$ cat config.mk
export PLATFORM = sky130hd
export DESIGN_NAME = instr_decode_pipe
export DESIGN_NICKNAME = d
export VERILOG_FILES = /design/src/rtl/decode_pkg.sv /design/src/rtl/instr_decode_comb.sv /design/src/rtl/instr_decode_pipe.sv
export SDC_FILE = /design/constraint.sdc
export NUM_CORES = 1
export LEC_CHECK = 0
export BUFFER_PORTS_ARGS = -buffer_cell sky130_fd_sc_hd__buf_2
export CAP_MARGIN = 20
export CELL_PAD_IN_SITES_DETAIL_PLACEMENT = 1
export CELL_PAD_IN_SITES_GLOBAL_PLACEMENT = 2
export CORE_MARGIN = 3
export CORE_UTILIZATION = 30
export DETAILED_ROUTE_END_ITERATION = 7
export PLACE_DENSITY = 0.86
export SLEW_MARGIN = 40
export SYNTH_ARGS = -nofsm -noshare
export SYNTH_HDL_FRONTEND = slang
export SYNTH_HIERARCHICAL = 1
export SYNTH_SLANG_ARGS = --single-unit
$ cat constraint.sdc
create_clock -name clk -period 2.6 [get_ports clk]
set_clock_uncertainty 0.2 [all_clocks]
set_input_delay 0.13 -clock clk [delete_from_list [all_inputs] [get_ports clk]]
set_output_delay 0.13 -clock clk [all_outputs]
set_load 0.02 [all_outputs]
$ cat src/rtl/decode_pkg.sv
// decode_pkg: opcode map, control-word layout and per-opcode operand usage
package decode_pkg;
    typedef struct packed {
        logic       rw;
        logic       ps;
        logic       mw;
        logic       ma;
        logic       mb;
        logic       cs;
        logic       fpga_wrt;
        logic [1:0] md;
        logic [1:0] bs;
        logic [3:0] fs;
    } ctrl_t;
    localparam logic [4:0] OP_NOP  = 5'h00;
    localparam logic [4:0] OP_ADD  = 5'h01;
    localparam logic [4:0] OP_SUB  = 5'h02;
    localparam logic [4:0] OP_ANDI = 5'h03;
    localparam logic [4:0] OP_ORI  = 5'h04;
    localparam logic [4:0] OP_XOR  = 5'h05;
    localparam logic [4:0] OP_NOT  = 5'h06;
    localparam logic [4:0] OP_LD   = 5'h07;
    localparam logic [4:0] OP_ST   = 5'h08;
    localparam logic [4:0] OP_SLT  = 5'h09;
    localparam logic [4:0] OP_SHL  = 5'h0A;
    localparam logic [4:0] OP_SHR  = 5'h0B;
    localparam logic [4:0] OP_LDI  = 5'h0C;
    localparam logic [4:0] OP_ADI  = 5'h0D;
    localparam logic [4:0] OP_BZ   = 5'h0E;
    localparam logic [4:0] OP_BNZ  = 5'h0F;
    localparam logic [4:0] OP_JMP  = 5'h11;
    localparam logic [4:0] OP_JR   = 5'h12;
    localparam logic [4:0] OP_IN   = 5'h13;
    localparam logic [4:0] OP_OUT  = 5'h14;
    localparam logic [4:0] OP_LDA  = 5'h15;
    localparam ctrl_t NOP_CTRL = '{fs: 4'b1001, default: '0};
    // 0x10 is a hole in the map; everything above 0x15 is undefined
    localparam logic [31:0] LEGAL_OPS = 32'h003E_FFFF;
    localparam logic [31:0] USES_A = (32'd1 << OP_ADD) | (32'd1 << OP_SUB) | (32'd1 << OP_ANDI) |
        (32'd1 << OP_ORI) | (32'd1 << OP_XOR) | (32'd1 << OP_NOT) | (32'd1 << OP_LD) |
        (32'd1 << OP_ST) | (32'd1 << OP_SLT) | (32'd1 << OP_SHL) | (32'd1 << OP_SHR) |
        (32'd1 << OP_ADI) | (32'd1 << OP_BZ) | (32'd1 << OP_BNZ) | (32'd1 << OP_IN) |
        (32'd1 << OP_OUT);
    localparam logic [31:0] USES_B = (32'd1 << OP_ADD) | (32'd1 << OP_SUB) | (32'd1 << OP_SLT) |
        (32'd1 << OP_XOR) | (32'd1 << OP_JR) | (32'd1 << OP_IN) | (32'd1 << OP_OUT);
    function automatic ctrl_t decode_op(input logic [4:0] op);
        ctrl_t c;
        c = NOP_CTRL;
        case (op)
            OP_ADD:  begin c.rw = 1'b1; c.fs = 4'b0000; end
            OP_SUB:  begin c.rw = 1'b1; c.fs = 4'b0001; end
            OP_ANDI: begin c.rw = 1'b1; c.mb = 1'b1; c.fs = 4'b0010; end
            OP_ORI:  begin c.rw = 1'b1; c.mb = 1'b1; c.fs = 4'b0011; end
            OP_XOR:  begin c.rw = 1'b1; c.fs = 4'b0100; end
            OP_NOT:  begin c.rw = 1'b1; c.fs = 4'b0101; end
            OP_LD:   begin c.rw = 1'b1; c.md = 2'b01; end
            OP_ST:   c.mw = 1'b1;
            OP_SLT:  begin c.rw = 1'b1; c.fs = 4'b0110; end
            OP_SHL:  begin c.rw = 1'b1; c.fs = 4'b0111; end
            OP_SHR:  begin c.rw = 1'b1; c.fs = 4'b1000; end
            OP_LDI:  begin c.rw = 1'b1; c.mb = 1'b1; end
            OP_ADI:  begin c.rw = 1'b1; c.mb = 1'b1; c.cs = 1'b1; c.fs = 4'b0000; end
            OP_BZ:   c.bs = 2'b01;
            OP_BNZ:  begin c.bs = 2'b01; c.ps = 1'b1; end
            OP_JMP:  begin c.bs = 2'b11; c.mb = 1'b1; end
            OP_JR:   c.bs = 2'b10;
            OP_IN:   begin c.rw = 1'b1; c.md = 2'b10; end
            OP_OUT:  c.fpga_wrt = 1'b1;
            OP_LDA:  begin c.rw = 1'b1; c.md = 2'b01; c.ma = 1'b1; end
            default: c = NOP_CTRL;
        endcase
        return c;
    endfunction
endpackage

$ cat src/rtl/instr_decode_comb.sv
// instr_decode_comb: purely combinational instruction-to-control-word decoder
module instr_decode_comb
    import decode_pkg::*;
#(
    parameter int INSTR_W = 17,
    parameter int OP_W    = 5,
    parameter int REG_W   = 3
) (
    input  logic [INSTR_W-1:0] instr,
    output ctrl_t              ctrl,
    output logic [REG_W-1:0]   da,
    output logic [REG_W-1:0]   aa,
    output logic [REG_W-1:0]   ba,
    output logic               illegal,
    output logic               uses_a,
    output logic               uses_b
);
    logic [OP_W-1:0] op;
    logic [4:0]      op5;
    logic            legal;
    logic            regs_on;
    assign op      = instr[INSTR_W-1 -: OP_W];
    assign op5     = op[4:0];
    assign legal   = ((op >> 5) == '0) && LEGAL_OPS[op5];
    assign regs_on = legal && (op5 != OP_NOP);
    assign illegal = !legal;
    assign ctrl    = legal ? decode_op(op5) : NOP_CTRL;
    assign da      = regs_on ? instr[INSTR_W-OP_W-1 -: REG_W] : '0;
    assign aa      = regs_on ? instr[INSTR_W-OP_W-REG_W-1 -: REG_W] : '0;
    assign ba      = regs_on ? instr[INSTR_W-OP_W-2*REG_W-1 -: REG_W] : '0;
    assign uses_a  = legal && USES_A[op5];
    assign uses_b  = legal && USES_B[op5];
    if (INSTR_W > OP_W + 3*REG_W) begin : g_pad
        logic unused_pad;
        assign unused_pad = ^instr[INSTR_W-OP_W-3*REG_W-1:0];
    end
endmodule

$ cat src/rtl/instr_decode_pipe.sv
// instr_decode_pipe: registered decode stage with load-use interlock and bubble insertion
module instr_decode_pipe
    import decode_pkg::*;
#(
    parameter int INSTR_W = 17,
    parameter int OP_W    = 5,
    parameter int REG_W   = 3,
    parameter int CNT_W   = 16
) (
    input  logic               clk,
    input  logic               rst_n,
    input  logic               in_valid,
    output logic               in_ready,
    input  logic [INSTR_W-1:0] instr,
    input  logic               flush,
    output logic               out_valid,
    input  logic               out_ready,
    output logic               RW,
    output logic               PS,
    output logic               MW,
    output logic               MA,
    output logic               MB,
    output logic               CS,
    output logic               fpga_wrt,
    output logic [1:0]         MD,
    output logic [1:0]         BS,
    output logic [3:0]         FS,
    output logic [REG_W-1:0]   DA,
    output logic [REG_W-1:0]   AA,
    output logic [REG_W-1:0]   BA,
    output logic               illegal,
    output logic               bubble,
    output logic [CNT_W-1:0]   bubble_cnt
);
    typedef enum logic [1:0] {EMPTY, FULL, HOLD} state_t;
    state_t state, state_nxt;
    logic [INSTR_W-1:0] hold_q;
    ctrl_t ctrl_q, in_ctrl, hold_ctrl, nxt_ctrl;
    logic [REG_W-1:0] in_da, in_aa, in_ba, hold_da, hold_aa, hold_ba;
    logic [REG_W-1:0] nxt_da, nxt_aa, nxt_ba;
    logic in_ill, hold_ill, nxt_ill, in_ua, in_ub;
    logic unused_hold_ua, unused_hold_ub;
    logic accept, transfer, hazard, load_new, load_bubble, load_held;
    instr_decode_comb #(.INSTR_W(INSTR_W), .OP_W(OP_W), .REG_W(REG_W)) u_dec_in (
        .instr(instr), .ctrl(in_ctrl), .da(in_da), .aa(in_aa), .ba(in_ba),
        .illegal(in_ill), .uses_a(in_ua), .uses_b(in_ub)
    );
    instr_decode_comb #(.INSTR_W(INSTR_W), .OP_W(OP_W), .REG_W(REG_W)) u_dec_hold (
        .instr(hold_q), .ctrl(hold_ctrl), .da(hold_da), .aa(hold_aa), .ba(hold_ba),
        .illegal(hold_ill), .uses_a(unused_hold_ua), .uses_b(unused_hold_ub)
    );
    assign out_valid = state != EMPTY;
    assign in_ready  = !flush && state != HOLD && (!out_valid || out_ready);
    assign accept    = in_valid && in_ready;
    assign transfer  = out_valid && out_ready;
    // only a load sitting in the output register can stall the next instruction
    assign hazard = out_valid && !bubble && ctrl_q.rw && ctrl_q.md == 2'b01 &&
                    ((in_ua && in_aa == DA) || (in_ub && in_ba == DA));
    assign {RW, PS, MW, MA, MB, CS, fpga_wrt, MD, BS, FS} = ctrl_q;
    always_comb begin
        state_nxt   = state;
        load_new    = 1'b0;
        load_bubble = 1'b0;
        load_held   = 1'b0;
        if (flush) begin
            state_nxt = EMPTY;
        end else if (state == HOLD) begin
            load_held = transfer;
            state_nxt = transfer ? FULL : HOLD;
        end else if (accept) begin
            load_bubble = hazard;
            load_new    = !hazard;
            state_nxt   = hazard ? HOLD : FULL;
        end else if (transfer) begin
            state_nxt = EMPTY;
        end
    end
    assign nxt_ctrl = load_held ? hold_ctrl : load_new ? in_ctrl : NOP_CTRL;
    assign nxt_da   = load_held ? hold_da : load_new ? in_da : '0;
    assign nxt_aa   = load_held ? hold_aa : load_new ? in_aa : '0;
    assign nxt_ba   = load_held ? hold_ba : load_new ? in_ba : '0;
    assign nxt_ill  = load_held ? hold_ill : load_new ? in_ill : 1'b0;
    always_ff @(posedge clk) begin
        if (!rst_n) state <= EMPTY;
        else        state <= state_nxt;
    end
    always_ff @(posedge clk) begin
        if (!rst_n) begin
            ctrl_q     <= NOP_CTRL;
            DA         <= '0;
            AA         <= '0;
            BA         <= '0;
            illegal    <= 1'b0;
            bubble     <= 1'b0;
            bubble_cnt <= '0;
            hold_q     <= '0;
        end else begin
            if (flush)            hold_q <= '0;
            else if (load_bubble) hold_q <= instr;
            if (load_new || load_held || load_bubble) begin
                ctrl_q  <= nxt_ctrl;
                DA      <= nxt_da;
                AA      <= nxt_aa;
                BA      <= nxt_ba;
                illegal <= nxt_ill;
                bubble  <= load_bubble;
            end
            if (load_bubble && !(&bubble_cnt)) bubble_cnt <= bubble_cnt + CNT_W'(1);
        end
    end
endmodule

Word-level counts from Yosys, hierarchy flattened
Memories as Yosys holds them, arrays and structs flattened. A register that Yosys moved wholly into a read port is not among the register bits.
Cells that the tools add are included.
- $add $sub $neg: 1
- $lt $le $gt $ge: 2
- equality and inequality tests: 45
- mux-type cells: 57
- bitwise gates (word level): 1
- reductions and logical operators: 42
- operators by type and width (cell ; count):
    $eq 5x4->1 const B ; 16
    $pmux 4 s9 ; 2
    $mux 15 ; 4
    $eq 5x5->1 const B ; 10
    $eq 5x3->1 const B ; 8
    $mux 3 ; 12
    $mux 1 ; 28
    $reduce_or 14->1 ; 2
    $eq 5x2->1 const B ; 4
    $add 16x1->16 const B ; 1
    $reduce_and 16->1 ; 1
    $logic_and 1x1->1 ; 15
    $reduce_or 2->1 ; 7
    $lt 5x6->1 const B ; 2
    $pmux 2 s3 ; 2
    $eq 5x1->1 const B ; 2
    $mux 2 ; 5
    $mux 5 ; 2
    $reduce_bool 5->1 ; 2
    $reduce_or 5->1 ; 2
    $pmux 2 s2 ; 2
    $logic_not 1->1 ; 7
    $eq 3x3->1 ; 2
    $logic_or 1x1->1 ; 4
    6 further kinds ; 6
- register bits: 61
- memory bits (read-only): 128
- bits of input ports: 22
- output and inout bits: 44
- logic and storage cells: 170
- memories kept: 4
- memories (memory ; depth ; width ; rd ports ; clocked after Yosys merged registers in ; wr ports ; line ; source):
    (no name shown) ; 32 ; 1 ; 1 ; 0 ; 0 ; instr_decode_comb.sv:32 ; assign uses_b = legal && USES_B[op5];
    (no name shown) ; 32 ; 1 ; 1 ; 1 ; 0 ; instr_decode_comb.sv:24 ; assign legal = ((op >> 5) == '0) && LEGAL_OPS[op5];
    (no name shown) ; 32 ; 1 ; 1 ; 0 ; 0 ; instr_decode_comb.sv:24 ;
    (no name shown) ; 32 ; 1 ; 1 ; 0 ; 0 ; instr_decode_comb.sv:31 ; assign uses_a = legal && USES_A[op5];

Logic depth before layout (Yosys ltp)
Gate-level depths: netlist of the first run.
- depth after elaboration: 14
- gate-level depth with buffers: 13
- mapped depth without buffers: 10

Modules after synthesis
Netlist of the first run, hierarchy kept.
- modules (own cells, without submodules) (module ; instances ; cells an instance ; area each (um^2) ; sequential area each (um^2)):
    instr_decode_pipe ; 1 ; 285 ; 2695.1 ; 1221.2
    instr_decode_comb ; 2 ; 87 ; 573.0 ; 0.0

Worst setup path before layout of the first run
Ideal clock, no wire load.
- path type: input to register
- start: input instr[12]
- end: register bubble_cnt[12]
- setup time: 0.125 ns
- data arrival time: 2.119 ns
- data required time: 2.275 ns
- setup slack: 0.156 ns
- cell stages on the path: 12
- buffers on the path: 2
- path through: inv_1 -> ha_1 -> or3b_1 -> a21oi_1 -> a21oi_1 -> o22ai_1 -> nand4_1 -> a211o_1 -> buf_6 -> buf_2 -> o211ai_1 -> o31ai_1
- elaborated cells between the ends (all ways): 22
- those cells by class: eq/ne (2); mux (8); reduce/logical (9); memory (3)
- RTL lines (what ; line ; source):
    from (decl) ; instr_decode_pipe.sv:14 ; input logic [INSTR_W-1:0] instr,
    $mem_v2 32x1, on equally long branches ; -- ;
    $mux 1, on equally long branches ; instr_decode_comb.sv:24, instr_decode_comb.sv:32 ;
    $logic_and 1x1->1 (*) ; instr_decode_comb.sv:32 ;
    net in_ub ; instr_decode_pipe.sv:41 ; logic in_ill, hold_ill, nxt_ill, in_ua, in_ub;
    $logic_and 1x1->1 (*) ; instr_decode_pipe.sv:58 ; ((in_ua && in_aa == DA) || (in_ub && in_ba == DA));
    $logic_or 1x1->1 (*) ; instr_decode_pipe.sv:58 ;
    $logic_and 1x1->1 (*) ; instr_decode_pipe.sv:57 ; assign hazard = out_valid && !bubble && ctrl_q.rw && ctrl_q.md == 2'b01 &&
    $mux 1 (*) ; instr_decode_pipe.sv:70 ; end else if (accept) begin
    $mux 1 (*) ; instr_decode_pipe.sv:67 ; end else if (state == HOLD) begin
    $mux 1 (*) ; instr_decode_pipe.sv:65 ; if (flush) begin
    $logic_and 1x1->1 (*) ; instr_decode_pipe.sv:108 ; if (load_bubble && !(&bubble_cnt)) bubble_cnt <= bubble_cnt + CNT_W'(1);
    to (signal assigned) ; instr_decode_pipe.sv:108 ;
    to (decl) ; instr_decode_pipe.sv:33 ; output logic [CNT_W-1:0] bubble_cnt
Mark *: on every way through the listed nets, which the timed path passes. The rest lies on a longest branch. The select of a mux whose other input is x is not followed.
A chain may end at the register's enable or synchronous reset.

Worst setup path in the final report of the first run
- start: input instr[12]
- end: register bubble_cnt[11]
Same word-level chain as after synthesis.

==> run_results.csv, run 1 <==
group,metric,value,unit
power_and_ir_drop,combPwrFrac,12.7,%
clock_network,numCtsBuffers,9,
clock_network,cts_buffer_depth,2,
power_and_ir_drop,pwr-share-clk,47.8,%
global_routing,grt_start_max_net_pins,27,
floorplanning,initial_utilization,31.4,%
timing,fmax,384,MHz
drt,antenna_left,0,
drt,dr_wl_met2,6.37,mm
power_and_ir_drop,intPower,0.00167,W
layout,drive_gt1_share,28.9,%
setup_path,crit_fanout,3,
global_routing,grt_pass1_wl,19.8,mm
worst_hold_path,hp-class,"in2reg",
layout,layout.cells.most_common,"buf_2",
global_routing,grt_antenna_before_repair,0,
yosys,avgSynthCellArea,8.37,um^2
global_routing,grt_pass1_vias,3760,
setup_path,crit_required,2.65,ns
clock_network,clk_latency,0.33,ns
drt,drc,0,
drt,dr.max_layer_used,"met4",
setup_path,r2r_cells,8,
timing,max-slew-margin-rel,48.8,%
drt,wl_per_cell,18.7,um
layout,design_area,4800,um^2
drt,wl_met1,5.69,mm
job,max_cap_viol_count,0,
clock_network,cts-root-buf,"clkbuf_16",
power_and_ir_drop,peakVddDrop,311,uV
power_and_ir_drop,p_leak,1.92,nW
timing,min_period,2.61,ns
global_routing,overflow,0,
power_and_ir_drop,swShare,27.4,%
yosys,synthCells,439,
timing,setup_ws,-0.00730,ns
placement,dp_hpwl,8.85,mm
clock_network,cts_sinks,58,
power_and_ir_drop,power_per_cell_area,478,nW/um^2
floorplanning,die_x,117,um
drt,drt-vias-per-instance,5.52,
setup_path,arrival,2.66,ns
clock_network,clk_pin_slew,0.06,ns
timing,rsz0062_at_grt,"true",
timing,finalHoldViolations,0,
yosys,ys_warn_count,6,
yosys,synth_area,3680,um^2
status,outcome,"finished, violations left",
power_and_ir_drop,finalPower,0.00230,W
clock_network,cts_max_level,3,
drt,wl_met3,399,um
timing,slew_violations,0,
status,violations,"setup timing",
floorplanning,die_area,13600,um^2
yosys,syn-num-nets,470,
drt,firstDrtPassIters,4,
drt,drt-initial-drc-count,199,
worst_hold_path,holdPathStages,4,
setup_path,crit_type,"in2reg",
setup_path,start_kind,"input port",
drt,wirelength,12.6,mm
layout,final_cell_mix,"buf_2 (60), dfxtp_1 (58), buf_4 (33)",
floorplanning,die_h,117,um
timing,worst_pin_slew,0.768,ns
layout,areaGrowthSynthToFinish,30.6,%
placement,place.gp.congestion,0.879,
power_and_ir_drop,p_seq_share,39.5,%
timing,period_share,100,%
global_routing,grt_usage,18.5,%
layout,nets,555,
placement,place_area,4260,um^2
placement,port_buffers,62,
setup_path,cp-end-kind,"register",
floorplanning,top_level_ports,66,
clock_network,cts_tree,"yes",
power_and_ir_drop,p_sw,0.000629,W
layout,num_antenna_cells,0,
timing,finalSetupViolations,1,
floorplanning,rows,39,
drt,vias,3707,
floorplanning,coreArea,11700,um^2
==> repair_timing <==
action	4_1_cts	5_1_grt
buffers inserted	1	0
endpoints found under the hold margin	18	0
resized for setup	2	31
endpoints found under the setup margin	1	27
pin swaps	1	9
hold buffers	12	0
==> final cells by class <==
| cell class | instances | area, um^2 |
|---|---|---|
| Clock buffer | 10 | 229 |
| Clock inverter | 6 | 43.8 |
| Fill cell | 1418 | 6910 |
| Inverter | 19 | 76.3 |
| Multi-Input combinational cell | 326 | 2370 |
| Sequential cell | 58 | 1160 |
| Tap cell | 143 | 179 |
| Timing Repair Buffer | 110 | 741 |
==> state kept, by name, summed over array words and instances (netlist names), 2 cells and up <==
signal / count
MD: 2
BS: 2
state: 2
DA: 3
FS: 4
AA: 3
bubble_cnt: 16
BA: 3
hold_q: 14
==> power by group through the flow <==
stage / Clock, W / Sequential [W] / Combinational, W
5_1_grt: 0.00117 / 0.000909 / 0.000315
3_3_place_gp: 0 / 0.000926 / 0.000252
6_report: 0.00110 / 0.000908 / 0.000291
2_1_floorplan: 0 / 0.000937 / 0.000143
4_1_cts: 0.00111 / 0.000908 / 0.000274
3_5_place_dp: 0 / 0.000927 / 0.000258
==> worst paths after layout <==
path	start	end	slack, ns
setup / recovery	instr[12]	bubble_cnt[11]	-0.007
hold / removal	instr[15]	MW	0.007
setup reg to reg	hold_q[13]	RW	0.28
hold reg to reg	hold_q[9]	hold_q[9]	0.29
==> per-layer routing <==
metal | vias to the layer above | GRT usage [%]
met1 | 1856 | 23.4
met5 | - | 0
met4 | 0 | 3.82
met3 | 10 | 3.99
met2 | 62 | 32.5
li1 | 1779 | -
==> stage by stage <==
step	setup slack, ns	utilization [%]	hold slack (ns)	instances	TNS, ns
2_1_floorplan	0.156	-	0.0739	439	0
3_3_place_gp	-0.225	36.4	0.174	643	-4.74
3_5_place_dp	-0.313	36.4	0.191	643	-7.34
4_1_cts	0.00373	39.9	0.00694	672	0
5_1_grt	-0.0807	41.0	0.00332	672	-0.369
6_report	-0.00730	41.0	0.00655	672	-0.00730
==> critical path: stages <==
cell,delay (ns)
buf_8,0.08
inv_4,0.03
ha_4,0.24
or3b_4,0.39
a21oi_4,0.19
a21oi_2,0.06
o22ai_2,0.18
nand4_1,0.26
a211o_4,0.43
or4_4,0.53
a21oi_2,0.14
(Power assumes the default switching activity.)
==> run 2: changes to the inputs <==
--- a/config.mk
+++ b/config.mk
@@ -9,7 +9,6 @@
 export CAP_MARGIN = 20
 export CELL_PAD_IN_SITES_DETAIL_PLACEMENT = 1
 export CELL_PAD_IN_SITES_GLOBAL_PLACEMENT = 2
-export CORE_MARGIN = 3
 export CORE_UTILIZATION = 30
 export DETAILED_ROUTE_END_ITERATION = 7
 export PLACE_DENSITY = 0.86
==> run_results.csv, run 2 (same netlist as run 1, synthesis figures left out) <==
group,metric,value,unit
power_and_ir_drop,p_seq_share,36.4,%
timing,max-slew-margin-rel,46.6,%
power_and_ir_drop,p_sw,0.000608,W
job,max_cap_viol_count,0,
floorplanning,die_h,113,um
clock_network,clk_latency,0.33,ns
timing,tns,0,ns
global_routing,grt_antenna_before_repair,0,
drt,drt-initial-drc-count,198,
timing,min_period,2.50,ns
timing,setup_ws,0.105,ns
status,outcome,"finished, final reports clean",
clock_network,cts_buffer_depth,2,
layout,num_antenna_cells,0,
layout,design_area,4820,um^2
power_and_ir_drop,power_per_cell_area,518,nW/um^2
power_and_ir_drop,pwr-share-clk,51.7,%
layout,drive_gt1_share,29.7,%
layout,layout.cells.most_common,"buf_2",
power_and_ir_drop,intPower,0.00189,W
global_routing,overflow,0,
clock_network,numCtsBuffers,9,
power_and_ir_drop,swShare,24.3,%
drt,drt-vias-per-instance,5.48,
placement,port_buffers,62,
timing,worst_pin_slew,0.801,ns
drt,wl_per_cell,18.2,um
clock_network,cts-root-buf,"clkbuf_16",
layout,regMostFlops,"bubble_cnt",
global_routing,grt_usage,20.0,%
clock_network,clk_pin_slew,0.05,ns
setup_path,cp-end-kind,"register",
timing,slew_violations,0,
layout,nets,554,
setup_path,path_cells,"buf_2, buf_4, a21o_1, a22oi_2, buf_6, and2_1, xnor2_1, nand4_1, buf_4, a21o_4, or4_1, a21oi_1",
drt,vias,3702,
floorplanning,initial_utilization,30.7,%
worst_hold_path,hp-class,"in2reg",
timing,fmax,401,MHz
drt,firstDrtPassIters,4,
setup_path,crit_type,"in2reg",
drt,antenna_left,0,
setup_path,crit_required,2.66,ns
setup_path,rrSetupSlack,0.27,ns
setup_path,crit_fanout,9,
timing,finalHoldViolations,0,
global_routing,grt_start_max_net_pins,35,
global_routing,grt_pass1_vias,3801,
layout,final_cell_mix,"buf_2 (61), dfxtp_1 (58), buf_4 (33)",
layout,largest_register_ffs,16,
power_and_ir_drop,peakVddDrop,260,uV
placement,place_area,4260,um^2
setup_path,path_common_cell,"buf_4",
placement,place.gp.congestion,0.911,
drt,wirelength,12.3,mm
clock_network,cts_sinks,58,
placement,dp_slack,-0.376,ns
floorplanning,die_area,12700,um^2
floorplanning,coreArea,12000,um^2
power_and_ir_drop,p_leak,1.95,nW
timing,period_share,96.0,%
clock_network,cts_max_level,3,
power_and_ir_drop,combPwrFrac,11.9,%
setup_path,slowest_stage,"or4_1",
global_routing,grt_pass1_wl,19.8,mm
layout,areaGrowthSynthToFinish,31.2,%
clock_network,cts_tree,"yes",
timing,finalSetupViolations,0,
setup_path,start_kind,"input port",
setup_path,cpPeakStageDelay,0.47,ns
drt,drc,0,
placement,dp_hpwl,8.60,mm
setup_path,arrival,2.56,ns
floorplanning,top_level_ports,66,
floorplanning,die_x,113,um
floorplanning,rows,40,
## run 2: cell types whose count changed in the layout (fill, tap and decap cells not counted), sizes merged
cell	change
a21o	+1
bufinv	+2
dlygate4sd3	-1
clkbuf	+1
clkinvlp	-3
buf	-1
## run 2: layout make-up
class | instances | area, um^2
Fill cell | 1433 | 7140
Multi-Input combinational cell | 327 | 2380
Sequential cell | 58 | 1160
Timing Repair Buffer | 108 | 706
Clock buffer | 11 | 243
Tap cell | 147 | 184
Clock inverter | 5 | 77.6
Inverter | 19 | 71.3
## run 2: layer usage
metal  wire, um  vias to the layer above  track usage (%)
li1           -                     1769                -
met1       5570                     1835             24.1
met2       5900                       81             34.1
met3        468                       17             4.55
met4        308                        0             8.36
met5          0                        -                0
## run 2: path summary, 6_finish.rpt
kind / startpoint / endpoint / cells past startpoint
max: instr[13] / bubble_cnt[2] / 12
min: rst_n / bubble_cnt[6] / 3
max reg2reg: bubble_cnt[0] / bubble_cnt[1] / 6
min reg2reg: hold_q[3] / hold_q[3] / 2
## run 2: per-stage QoR
step / hold slack [ns] / std cells / utilization, % / total power, W
3_3_place_gp: 0.177 / 646 / 35.6 / 0.00118
5_1_grt: 0.0418 / 675 / 40.3 / 0.00259
6_report: 0.0254 / 675 / 40.3 / 0.00250
4_1_cts: 0.0155 / 673 / 39.3 / 0.00251
2_1_floorplan: 0.0739 / 439 / - / 0.00108
3_5_place_dp: 0.194 / 646 / 35.6 / 0.00119
## run 2: worst max-delay path, delay by kind of cell
family	cells	cell delay, ns
AOI/OAI and AO/OA	4	0.81
xor gates and xnor gates	1	0.12
buffers and inverters	4	0.65
and+or+nand+nor	3	0.84
## run 2: repair_timing
item | in CTS | in global routing
hold buffers | 11 | 0
hold endpoints to repair | 17 | 0
resized for setup | 2 | 26
endpoints found under the setup margin | 5 | 28
gates cloned | 0 | 1
pin swaps | 0 | 13
buffers inserted | 0 | 1
## run 2: power groups by stage
stage,registers [W],clock network [W],logic (W)
floorplan,0.000937,0,0.000143
global placement,0.000927,0,0.000255
detailed placement,0.000927,0,0.000262
CTS,0.000908,0.00132,0.000278
global route,0.000909,0.00136,0.000322
finish,0.000909,0.00129,0.000297
==> run 3: changes to the inputs <==
--- a/config.mk
+++ b/config.mk
@@ -11,7 +11,7 @@
 export CELL_PAD_IN_SITES_GLOBAL_PLACEMENT = 2
 export CORE_UTILIZATION = 30
 export DETAILED_ROUTE_END_ITERATION = 7
-export PLACE_DENSITY = 0.86
+export PLACE_DENSITY_LB_ADDON = 0.1
 export SLEW_MARGIN = 40
 export SYNTH_ARGS = -nofsm -noshare
 export SYNTH_HDL_FRONTEND = slang
==> run_results.csv, run 3 (same netlist as run 1, synthesis figures left out) <==
group,metric,value,unit
status,outcome,"finished, final reports clean",
timing,tns,0,ns
drt,drc,0,
power_and_ir_drop,finalPower,0.00248,W
clock_network,clk_pin_slew,0.05,ns
layout,regMostFlops,"bubble_cnt",
global_routing,overflow,0,
floorplanning,rows,40,
worst_hold_path,holdPathStages,3,
global_routing,grt_start_max_net_pins,27,
global_routing,grt_usage,19.5,%
placement,port_buffers,62,
layout,nets,561,
clock_network,cts_tree,"yes",
drt,vias,3650,
placement,place_area,4290,um^2
timing,worst_pin_slew,0.723,ns
setup_path,start_kind,"input port",
drt,wirelength,12.1,mm
setup_path,crit_required,2.66,ns
job,max_cap_viol_count,0,
power_and_ir_drop,peakVddDrop,319,uV
floorplanning,top_level_ports,66,
floorplanning,initial_utilization,30.7,%
setup_path,path_cells,"buf_8, inv_4, ha_4, or3b_4, a21oi_4, a21oi_2, o22ai_2, nand4_1, a211o_4, or4_4, a21oi_2",
clock_network,cts_sinks,58,
worst_hold_path,min_from,"rst_n",
timing,max-slew-margin-rel,51.8,%
floorplanning,die_h,113,um
setup_path,cp-end-kind,"register",
floorplanning,coreArea,12000,um^2
setup_path,path_common_cell,"a21oi_2",
timing,fmax,395,MHz
layout,fin_util,40.7,%
setup_path,cpPeakStageDelay,0.53,ns
setup_path,arrival,2.60,ns
layout,design_area,4870,um^2
floorplanning,die_area,12700,um^2
power_and_ir_drop,p_leak,1.97,nW
layout,num_antenna_cells,0,
clock_network,cts_max_level,3,
clock_network,numCtsBuffers,9,
layout,drive_gt1_share,29.7,%
drt,wl_per_cell,17.7,um
drt,drt-vias-per-instance,5.35,
global_routing,grt_pass1_wl,19.3,mm
worst_hold_path,holdPathEnd,"bubble_cnt[5]",
timing,finalHoldViolations,0,
setup_path,slowest_stage,"or4_4",
layout,layout.cells.most_common,"buf_2",
setup_path,r2r_cells,5,
floorplanning,die_x,113,um
setup_path,rrSetupSlack,0.30,ns
global_routing,grt_pass1_vias,3700,
placement,place.gp.congestion,0.750,
drt,drt-initial-drc-count,136,
drt,firstDrtPassIters,4,
timing,min_period,2.53,ns
drt,antenna_left,0,
setup_path,reg2reg_to,"bubble_cnt[11]",
timing,finalSetupViolations,0,
setup_path,r2r_start,"MD[0]",
clock_network,cts_buffer_depth,2,
placement,place_inst,650,
global_routing,grt_antenna_before_repair,0,
layout,final_cell_mix,"buf_2 (60), dfxtp_1 (58), buf_4 (40)",
timing,rsz0062_at_grt,"true",
setup_path,crit_type,"in2reg",
timing,period_share,97.5,%
placement,dp_hpwl,8.46,mm
timing,slew_violations,0,
power_and_ir_drop,power_per_cell_area,510,nW/um^2
layout,areaGrowthSynthToFinish,32.5,%
worst_hold_path,hp-class,"in2reg",
setup_path,crit_fanout,8,
layout,largest_register_ffs,16,
clock_network,clk_latency,0.34,ns
layout,finalNonFillerCells,682,
clock_network,cts-root-buf,"clkbuf_16",
-- run 3: changes by cell type in the layout (fill, tap and decap cells not counted), sizes merged --
cell,delta
buf,+7
clkinv,+1
clkinvlp,-1
-- run 3: how the worst max path moves through the flow --
stage / from / end / slack (ns) / cells past startpoint
after floorplan: instr[12] / bubble_cnt[12] / 0.16 / 12
after global placement: instr[12] / bubble_cnt[3] / -0.34 / 12
after detailed placement: instr[12] / bubble_cnt[10] / -0.43 / 12
after CTS: instr[12] / bubble_cnt[11] / 0.01 / 11
after global routing: instr[13] / bubble_cnt[11] / -0.03 / 11
final: instr[12] / bubble_cnt[11] / 0.07 / 11
-- run 3: critical path, delay by kind of cell --
family          cells  cell delay, ns
compound gates      5            0.97
fa+ha+maj           1            0.24
buf+inv             2            0.11
simple gates        3            1.15
-- run 3: stage by stage --
stage	hold WS [ns]	setup slack [ns]
2_1_floorplan	0.0739	0.156
3_3_place_gp	0.175	-0.336
3_5_place_dp	0.183	-0.434
4_1_cts	0.0261	0.0107
5_1_grt	0.0553	-0.0275
6_report	0.0358	0.0659
-- run 3: area by class of cell --
class                   count  area, um^2
repair buffers            115         768
fillers                  1402        7090
clock buffers              11         233
multi-input cells         327        2370
flip-flops and latches     58        1160
clock inverters             5        78.8
inverters                  19        76.3
well taps                 147         184
-- run 3: routing by layer --
metal  part of all wire [%]  GRT usage [%]  vias up
li1                       -              -     1792
met1                     46           24.2     1792
met2                     50           34.0       52
met3                    2.6           2.84       14
met4                    1.5           8.00        0
met5                      0              0        -
-- run 3: repair_timing --
action / in CTS / in global routing
pin swaps: 1 / 15
setup endpoints to repair: 7 / 27
setup buffers: 0 / 4
hold buffers: 11 / 0
hold endpoints to repair: 17 / 0
gates resized for setup: 3 / 25
gates cloned: 0 / 1
-- run 3: where the power goes --
| group | internal, W | switching (W) |
|---|---|---|
| registers | 0.000899 | 0.00000842 |
| clock network | 0.000837 | 0.000443 |
| logic | 0.000129 | 0.000166 |
